===== src/rtl/io_word_assembler.sv =====
// Byte-stream to word packer feeding two alternating single-word holding slots.
// Bytes pack little-endian; in_last zero-pads and flushes a partial word.
module io_word_assembler #(
    parameter int WORD_BYTES = 4
) (
    input  logic                    clk,
    input  logic                    reset,
    input  logic                    in_valid,
    input  logic [7:0]              in_data,
    input  logic                    in_last,
    output logic                    in_ready,
    input  logic                    ack1,
    input  logic                    ack2,
    output logic                    store1,
    output logic                    store2,
    output logic [8*WORD_BYTES-1:0] data1,
    output logic [8*WORD_BYTES-1:0] data2,
    output logic [15:0]             word_cnt
);

    localparam int W  = 8 * WORD_BYTES;
    localparam int IW = (WORD_BYTES > 2) ? $clog2(WORD_BYTES) : 1;
    localparam logic [IW-1:0] IDX_LAST = IW'(WORD_BYTES - 1);
    localparam logic SLOT1 = 1'b0;
    localparam logic SLOT2 = 1'b1;

    logic [W-9:0]  asm_r;
    logic [IW-1:0] idx_r;
    logic          tgt_r;
    logic          full1_r;
    logic          full2_r;
    logic [W-1:0]  data1_r;
    logic [W-1:0]  data2_r;
    logic [15:0]   cnt_r;

    logic          completes_s;
    logic          tgt_full_s;
    logic          tgt_ack_s;
    logic          ready_s;
    logic          accept_s;
    logic          load1_s;
    logic          load2_s;
    logic [W-1:0]  word_s;
    logic [W-9:0]  asm_next_s;

    // Final word: bytes below idx from asm, completing byte at idx, zeros above.
    function automatic logic [W-1:0] pack_word(input logic [W-9:0]  asm_v,
                                               input logic [IW-1:0] idx_v,
                                               input logic [7:0]    byte_v);
        logic [W-1:0] w;
        w = {W{1'b0}};
        for (int b = 0; b < WORD_BYTES - 1; b++) begin
            if (IW'(b) < idx_v) begin
                w[8*b +: 8] = asm_v[8*b +: 8];
            end else if (IW'(b) == idx_v) begin
                w[8*b +: 8] = byte_v;
            end else begin
                w[8*b +: 8] = 8'h00;
            end
        end
        w[W-1 -: 8] = (idx_v == IDX_LAST) ? byte_v : 8'h00;
        return w;
    endfunction

    // Handshake: only a completing byte can be held off, and only by a full, unacked target.
    always_comb begin
        tgt_full_s = 1'b0;
        tgt_ack_s  = 1'b0;
        case (tgt_r)
            SLOT1: begin
                tgt_full_s = full1_r;
                tgt_ack_s  = ack1;
            end
            SLOT2: begin
                tgt_full_s = full2_r;
                tgt_ack_s  = ack2;
            end
            default: begin
                tgt_full_s = 1'b1;
                tgt_ack_s  = 1'b0;
            end
        endcase
        completes_s = (idx_r == IDX_LAST) | in_last;
        ready_s     = ~completes_s | ~tgt_full_s | tgt_ack_s;
        accept_s    = in_valid & ready_s;
        load1_s     = accept_s & completes_s & (tgt_r == SLOT1);
        load2_s     = accept_s & completes_s & (tgt_r == SLOT2);
        word_s      = pack_word(asm_r, idx_r, in_data);
    end

    // Next assembly contents when a non-completing byte is accepted.
    always_comb begin
        asm_next_s = asm_r;
        for (int b = 0; b < WORD_BYTES - 1; b++) begin
            if (IW'(b) == idx_r) begin
                asm_next_s[8*b +: 8] = in_data;
            end else begin
                asm_next_s[8*b +: 8] = asm_r[8*b +: 8];
            end
        end
    end

    // Assembly register, byte index and slot target pointer.
    always_ff @(posedge clk or posedge reset) begin
        if (reset) begin
            asm_r <= {(W-8){1'b0}};
            idx_r <= {IW{1'b0}};
            tgt_r <= SLOT1;
        end else if (accept_s) begin
            if (completes_s) begin
                asm_r <= {(W-8){1'b0}};
                idx_r <= {IW{1'b0}};
                tgt_r <= ~tgt_r;
            end else begin
                asm_r <= asm_next_s;
                idx_r <= idx_r + 1'b1;
            end
        end
    end

    // Holding slots: a load on the ack edge wins, so the store level never glitches low.
    always_ff @(posedge clk or posedge reset) begin
        if (reset) begin
            full1_r <= 1'b0;
            full2_r <= 1'b0;
            data1_r <= {W{1'b0}};
            data2_r <= {W{1'b0}};
        end else begin
            if (load1_s) begin
                full1_r <= 1'b1;
                data1_r <= word_s;
            end else if (ack1) begin
                full1_r <= 1'b0;
            end
            if (load2_s) begin
                full2_r <= 1'b1;
                data2_r <= word_s;
            end else if (ack2) begin
                full2_r <= 1'b0;
            end
        end
    end

    // Emitted-word counter, free-running modulo 2^16.
    always_ff @(posedge clk or posedge reset) begin
        if (reset) begin
            cnt_r <= 16'h0000;
        end else if (load1_s | load2_s) begin
            cnt_r <= cnt_r + 16'h0001;
        end
    end

    assign in_ready = ready_s;
    assign store1   = full1_r;
    assign store2   = full2_r;
    assign data1    = data1_r;
    assign data2    = data2_r;
    assign word_cnt = cnt_r;

endmodule


===== config.mk =====
export PLATFORM = sky130hd
export DESIGN_NAME = io_word_assembler
export DESIGN_NICKNAME = d
export VERILOG_FILES = /design/src/rtl/io_word_assembler.sv
export SDC_FILE = /design/constraint.sdc
export NUM_CORES = 1
export LEC_CHECK = 0
export ABC_CLOCK_PERIOD_IN_PS = 2890
export BUFFER_PORTS_ARGS = -buffer_cell sky130_fd_sc_hd__buf_2
export CAP_MARGIN = 20
export CELL_PAD_IN_SITES_DETAIL_PLACEMENT = 1
export CELL_PAD_IN_SITES_GLOBAL_PLACEMENT = 2
export CORE_MARGIN = 2
export CORE_UTILIZATION = 31
export CTS_CLUSTER_DIAMETER = 120
export DETAILED_ROUTE_END_ITERATION = 8
export GPL_ROUTABILITY_DRIVEN = 0
export PLACE_DENSITY = 0.79
export SLEW_MARGIN = 20
export SYNTH_ARGS = -nofsm -noshare
export SYNTH_HDL_FRONTEND = slang
export SYNTH_SLANG_ARGS = --single-unit

===== constraint.sdc =====
create_clock -name clk -period 2.89 [get_ports clk]
set_input_delay 0.1445 -clock clk [delete_from_list [all_inputs] [get_ports clk]]
set_output_delay 0.1445 -clock clk [all_outputs]
set_load 0.005 [all_outputs]

==> results_dict.tcl, run 1 <==
set metrics [dict create \
    critPathCaptureType "flop" \
    start_kind "flop" \
    slowest_stage "or3_1" \
    min_path_cells 3 \
    slew_headroom 0.4453 \
    clk_latency_ns 0.36 \
    core_area_um2 15150 \
    first_pass_iters 4 \
    vias 3819 \
    synthTopCellsByArea "dfrtp_1 (57%), nand2_1 (8.8%), o21ai_0 (4.4%), mux2_2 (3.5%), a31oi_1 (3.3%)" \
    ys_seq_area_frac 0.5684 \
    synth.area.mux_share 0.03520 \
    pin_count 97 \
    start_util 0.3168 \
    wl_per_cell_um 17.05 \
    synth_fa_ha_area_frac 0.01304 \
    synth_ff_type "dfrtp_1" \
    critPathArrivalTime_ns 2.58 \
    rsz0062_at_grt "false" \
    fin_crit_sh 0.8056 \
    htreeDepth 3 \
    crit_path_max_incr_delay_ns 0.53 \
    root_buffer "clkbuf_16" \
    powerDensity_nw_per_um2 892.9 \
    area_growth_pct 22.24 \
    port_buffers 96 \
    synth.avg_cell_area_um2 10.04 \
    num_antenna_cells 0 \
    async_flop_share 1.000 \
    cts.sinks 109 \
    yosysTopAreaCell "dfrtp_1" \
    status "complete, no violations" \
    grt_usage 0.1651 \
    period_minus_slack_ns 2.328 \
    synth-seq-cells 109 \
    cts.clk_slew.worst_paths_ns 0.08 \
    critPathKind "reg2reg" \
    grt_pass1_vias 3968 \
    grt_max_degree 52 \
    drtAntennaViolNets 0 \
    final_nets 588 \
    max_cap_viol_count 0 \
    netlist_area_um2 4798 \
    setup_violations 0 \
    antenna_found_initial 0 \
    critical_path_required_ns 3.14 \
    syn_inst 478 \
    dp_hpwl_mm 8.944 \
    drtIter0Drc 129 \
    fin_skew_ns 0.008309 \
    final_layout_size_suffix_gt1_frac 0.2578 \
    syn_nets 497 \
    vias_per_cell 5.012 \
    clk_path_buf_depth 2 \
    yosysWarnings 0 \
    synth_edf_count 0 \
    dieArea_um2 16490 \
    final_cell_mix "nand2_1 (113), dfrtp_1 (109), buf_2 (96)" \
    numCtsBuffers 9 \
    hold_path.class "in2reg" \
    synth.distinct_cells 36 \
    synth-xor-area-share 0.02894 \
    ff2ff_path_depth 5 \
    post_cts_resized 0 \
    synth.top_cell.area_share 0.5684 \
    hold_violations 0 \
    row_count 45 \
    synth_compound_area_frac 0.1419 \
    crit_path_max_fanout 13 \
    tns_ns 0 \
    worst_pin_slew_ns 0.8303 \
    max_freq_mhz 429.5 \
    max-vdd-ir-drop_mv 0.3334 \
    fillers 1728 \
    yosys.area_share.simple 0.1846 \
    final-max-slew-violation-count 0 \
    die_w_um 128.4 \
    synth_top_family_by_area "simple AND/OR/NAND/NOR gates" \
    drc_errors 0 \
    cts_tree "yes" \
    power.leakage_uw 0.002910 \
    die_h_um 128.4 \
    crit_chain "ha_1 -> o21ai_1 -> or3_1 -> or3_4 -> xnor2_2" \
    postRouteWirelength_mm 13.00 \
    final_common_cell "nand2_1" \
    whs_ns 0.1021 \
    grt_pass1_wl_mm 21.06 \
    overflow 0 \
]
layer usage:
layer,global-route usage,part of all wire,vias up
met5,0,0,-
met4,0.05430,0.018,0
met3,0.04740,0.048,21
met2,0.2685,0.48,80
met1,0.2131,0.46,1908
li1,-,-,1810
kinds of logic after synthesis:
logic type / count (synthesis)
flip-flops: 109
buffers and inverters: 33
AND/OR/NAND/NOR: 189
adder cells (fa/ha/maj): 5
multiplexers: 15
AO/OA/AOI/OAI: 112
XOR/XNOR: 15
sequential cells by signal, indices dropped and copies added, names as in the netlist:
name and cells:
data2 32, data1 32, tgt_r 1, store1 1
store2 1, asm_r 24, idx_r 2, word_cnt 16
path summary, 6_finish.rpt:
kind	endpoint	slack [ns]	start
max reg2reg	word_cnt[6]	0.56	idx_r[0]
max in group asynchronous	data1[18]	1.64	reset
min	store2	0.10	ack2
min in group asynchronous	data2[10]	0.48	reset
min reg2reg	word_cnt[15]	0.47	word_cnt[15]
max	word_cnt[6]	0.56	idx_r[0]
worst max-delay path, delay by kind of cell (launching register included):
kind / cells / cell delay [ns]
simple gates: 2 / 0.99
fa+ha+maj: 1 / 0.46
flops: 1 / 0.38
compound gates: 1 / 0.25
xor+xnor: 1 / 0.13
cell type report:
class	count	area [um2]	area share
inverter	4	18.77	0.003200
tap	188	235.2	0.04010
clock inverter	6	95.09	0.01621
sequential	109	2728	0.4650
clock buffer	10	239.0	0.04074
multi-input combinational	336	1942	0.3311
timing repair buffer	109	608.1	0.1037
cells in the mapped netlist (7+ instances only):
library cell	n
nand2b_1	9
and2_1	11
o21ai_0	42
dfrtp_1	109
nor2_1	14
nand3_1	7
a31oi_1	25
nor2b_1	16
nand2_1	113
a21o_1	8
clkbuf_1	21
o2bb2ai_1	16
buf_2	7
a21oi_1	17
xnor2_1	9
mux2_2	15
stage by stage:
step / cell area, um2 / util / power (uW) / instances / setup WS (ns)
2_1_floorplan: 4802 / - / 3208 / 478 / 0.8567
3_3_place_gp: 5512 / 0.3639 / 3834 / 744 / 0.6776
3_5_place_dp: 5512 / 0.3639 / 3914 / 744 / 0.5816
4_1_cts: 5866 / 0.3873 / 5342 / 762 / 0.5567
5_1_grt: 5866 / 0.3873 / 5615 / 762 / 0.4504
6_report: 5866 / 0.3873 / 5237 / 762 / 0.5619
power breakdown:
part	internal [uW]	switching (uW)
logic	709	807
registers	2010	325
clock network	791	590
what timing repair did:
action | 4_1_cts | 5_1_grt
hold buffers | 2 | 0
hold endpoints to repair | 37 | 0
buffers inserted | 0 | 0
Power figures use the tool's default switching activity.
==> run 2: changes to the inputs <==
--- a/config.mk
+++ b/config.mk
@@ -5,17 +5,17 @@
 export SDC_FILE = /design/constraint.sdc
 export NUM_CORES = 1
 export LEC_CHECK = 0
-export ABC_CLOCK_PERIOD_IN_PS = 2890
+export ABC_CLOCK_PERIOD_IN_PS = 2400
 export BUFFER_PORTS_ARGS = -buffer_cell sky130_fd_sc_hd__buf_2
 export CAP_MARGIN = 20
 export CELL_PAD_IN_SITES_DETAIL_PLACEMENT = 1
 export CELL_PAD_IN_SITES_GLOBAL_PLACEMENT = 2
 export CORE_MARGIN = 2
-export CORE_UTILIZATION = 31
+export CORE_UTILIZATION = 34
 export CTS_CLUSTER_DIAMETER = 120
 export DETAILED_ROUTE_END_ITERATION = 8
 export GPL_ROUTABILITY_DRIVEN = 0
-export PLACE_DENSITY = 0.79
+export PLACE_DENSITY = 0.82
 export SLEW_MARGIN = 20
 export SYNTH_ARGS = -nofsm -noshare
 export SYNTH_HDL_FRONTEND = slang
==> constraint.sdc (replaced) <==
create_clock -name clk -period 2.4 [get_ports clk]
set_input_delay 0.12 -clock clk [delete_from_list [all_inputs] [get_ports clk]]
set_output_delay 0.12 -clock clk [all_outputs]
set_load 0.005 [all_outputs]
==> results_dict.tcl, run 2 (synthesized netlist as in run 1, its figures left out) <==
set metrics [dict create \
    status "complete, no violations" \
    cts.clk_slew.worst_paths_ns 0.07 \
    start_kind "flop" \
    clk_path_buf_depth 2 \
    tns_ns 0 \
    final-max-slew-violation-count 0 \
    critical_path_required_ns 2.64 \
    worst_pin_slew_ns 0.5954 \
    hold_path.class "in2reg" \
    drtAntennaViolNets 0 \
    seqPwrFrac 0.457 \
    critPathKind "reg2reg" \
    final_cell_mix "nand2_1 (113), dfrtp_1 (109), buf_2 (96)" \
    rrSetupSlack_ns 0.21 \
    vias 3833 \
    critPathCaptureType "flop" \
    crit_buf_inv 0 \
    fin_cells 755 \
    die_h_um 122.8 \
    setup_violations 0 \
    fin_skew_ns 0.006366 \
    power_uw 6204 \
    dr_wl_met3_um 432 \
    final_nets 589 \
    port_buffers 96 \
    dieArea_um2 15080 \
    crit_chain "ha_1 -> o21ai_1 -> or3_1 -> or3_4 -> xnor2_2" \
    grt_usage 0.1813 \
    r2r-start "idx_r[1]" \
    swShare 0.3273 \
    core_area_um2 13830 \
    final_common_cell "nand2_1" \
    hold_violations 0 \
    antenna_found_initial 0 \
    htreeDepth 3 \
    area_growth_pct 22.06 \
    cts.sinks 109 \
    drtIter0Drc 202 \
    powerDensity_nw_per_um2 1059 \
    crit_path_max_fanout 12 \
    slowest_stage "dfrtp_1" \
    r2r-end "word_cnt[6]" \
    min_path_cells 3 \
    grt_pass1_wl_mm 21.18 \
    first_pass_iters 4 \
    start_util 0.3470 \
    grt_max_degree 71 \
    max-vdd-ir-drop_mv 0.3861 \
    postRouteWirelength_mm 12.77 \
    critPathArrivalTime_ns 2.43 \
    fin_area_um2 5857 \
    ff2ff_path_depth 5 \
    wl_per_cell_um 16.91 \
    dp_cells 737 \
    period_minus_slack_ns 2.190 \
    root_buffer "clkbuf_16" \
    fillers 1558 \
    pin_count 97 \
    drc_errors 0 \
    row_count 43 \
    power_frac_clock 0.251 \
    power.leakage_uw 0.002907 \
    p_comb_frac 0.292 \
    grt_pass1_vias 4049 \
    internal_power_uw 4174 \
    slew_headroom 0.6020 \
    drt-met1-wl_mm 5.971 \
    clk_latency_ns 0.35 \
    final_layout_size_suffix_gt1_frac 0.2591 \
    rsz0062_at_grt "false" \
    dr_wl_met2_mm 6.236 \
    vias_per_cell 5.077 \
    hp-start "ack2" \
    whs_ns 0.09787 \
    num_antenna_cells 0 \
    overflow 0 \
    numCtsBuffers 9 \
    placed_cell_area_um2 5522 \
    max_cap_viol_count 0 \
    dp_hpwl_mm 8.851 \
    switchingPower_uw 2031 \
    cts_tree "yes" \
    holdPathEnd "store2" \
    top_layer_used "met4" \
    crit_path_max_incr_delay_ns 0.54 \
    max_freq_mhz 456.7 \
    path_delay_family "simple AND/OR/NAND/NOR gates" \
    die_w_um 122.8 \
    fin_crit_sh 0.9124 \
]
## run 2: cell types whose count changed in the layout (fill, tap and decap cells not counted)
cell,previous run,this run
buf_12,2,3
bufinv_16,2,1
ha_2,0,1
clkinv_4,3,0
ha_1,5,4
inv_6,1,0
clkinv_2,0,1
clkbuf_1,0,1
clkinvlp_4,1,2
clkbuf_8,1,3
## run 2: power groups by stage
stage	Clock, uW	Combinational [uW]	Sequential (uW)
floorplan	0	1030	2830
global placement	0	1760	2840
detailed placement	0	1840	2870
CTS	1610	1850	2840
global route	1690	2080	2920
finish	1560	1810	2830
## run 2: worst max path at each step
stage          startpoint          end  cells past startpoint
2_1_floorplan    idx_r[1]    data2[16]                      7
3_3_place_gp     idx_r[1]     asm_r[0]                      6
3_5_place_dp     idx_r[1]     asm_r[5]                      6
4_1_cts          idx_r[1]     asm_r[6]                      6
5_1_grt          idx_r[1]    asm_r[11]                      5
6_report         idx_r[1]  word_cnt[6]                      5
## run 2: area by class of cell
cell class / instances / area [um2] / area share
flip-flops and latches: 109 / 2728 / 0.4657
multi-input cells: 336 / 1944 / 0.3320
repair buffers: 110 / 628.1 / 0.1072
clock buffers: 13 / 270.3 / 0.04614
well taps: 180 / 225.2 / 0.03845
clock inverters: 3 / 42.54 / 0.007263
inverters: 4 / 18.77 / 0.003204
## run 2: tightest hold or removal path, cell delays in order
cell      delay [ns]
buf_2           0.09
nand2b_1        0.13
nand2_1         0.06
## run 2: stage by stage
| step | setup WS (ns) | util |
|---|---|---|
| detailed placement | 0.1986 | 0.3993 |
| CTS | 0.1863 | 0.4234 |
| global route | 0.02252 | 0.4236 |
| finish | 0.2102 | 0.4236 |
| floorplan | 0.3667 | - |
| global placement | 0.2751 | 0.3993 |
## run 2: layer usage
| layer | track usage | vias to the layer above |
|---|---|---|
| met5 | 0 | - |
| met4 | 0.05388 | 0 |
| met3 | 0.02928 | 10 |
| met2 | 0.2977 | 63 |
| met1 | 0.2468 | 1947 |
| li1 | - | 1813 |
## run 2: what timing repair did
action	in CTS	in global routing
setup buffers	0	0
hold endpoints to repair	110	0
hold buffers	2	0
resized for setup	0	1
setup endpoints to repair	0	6
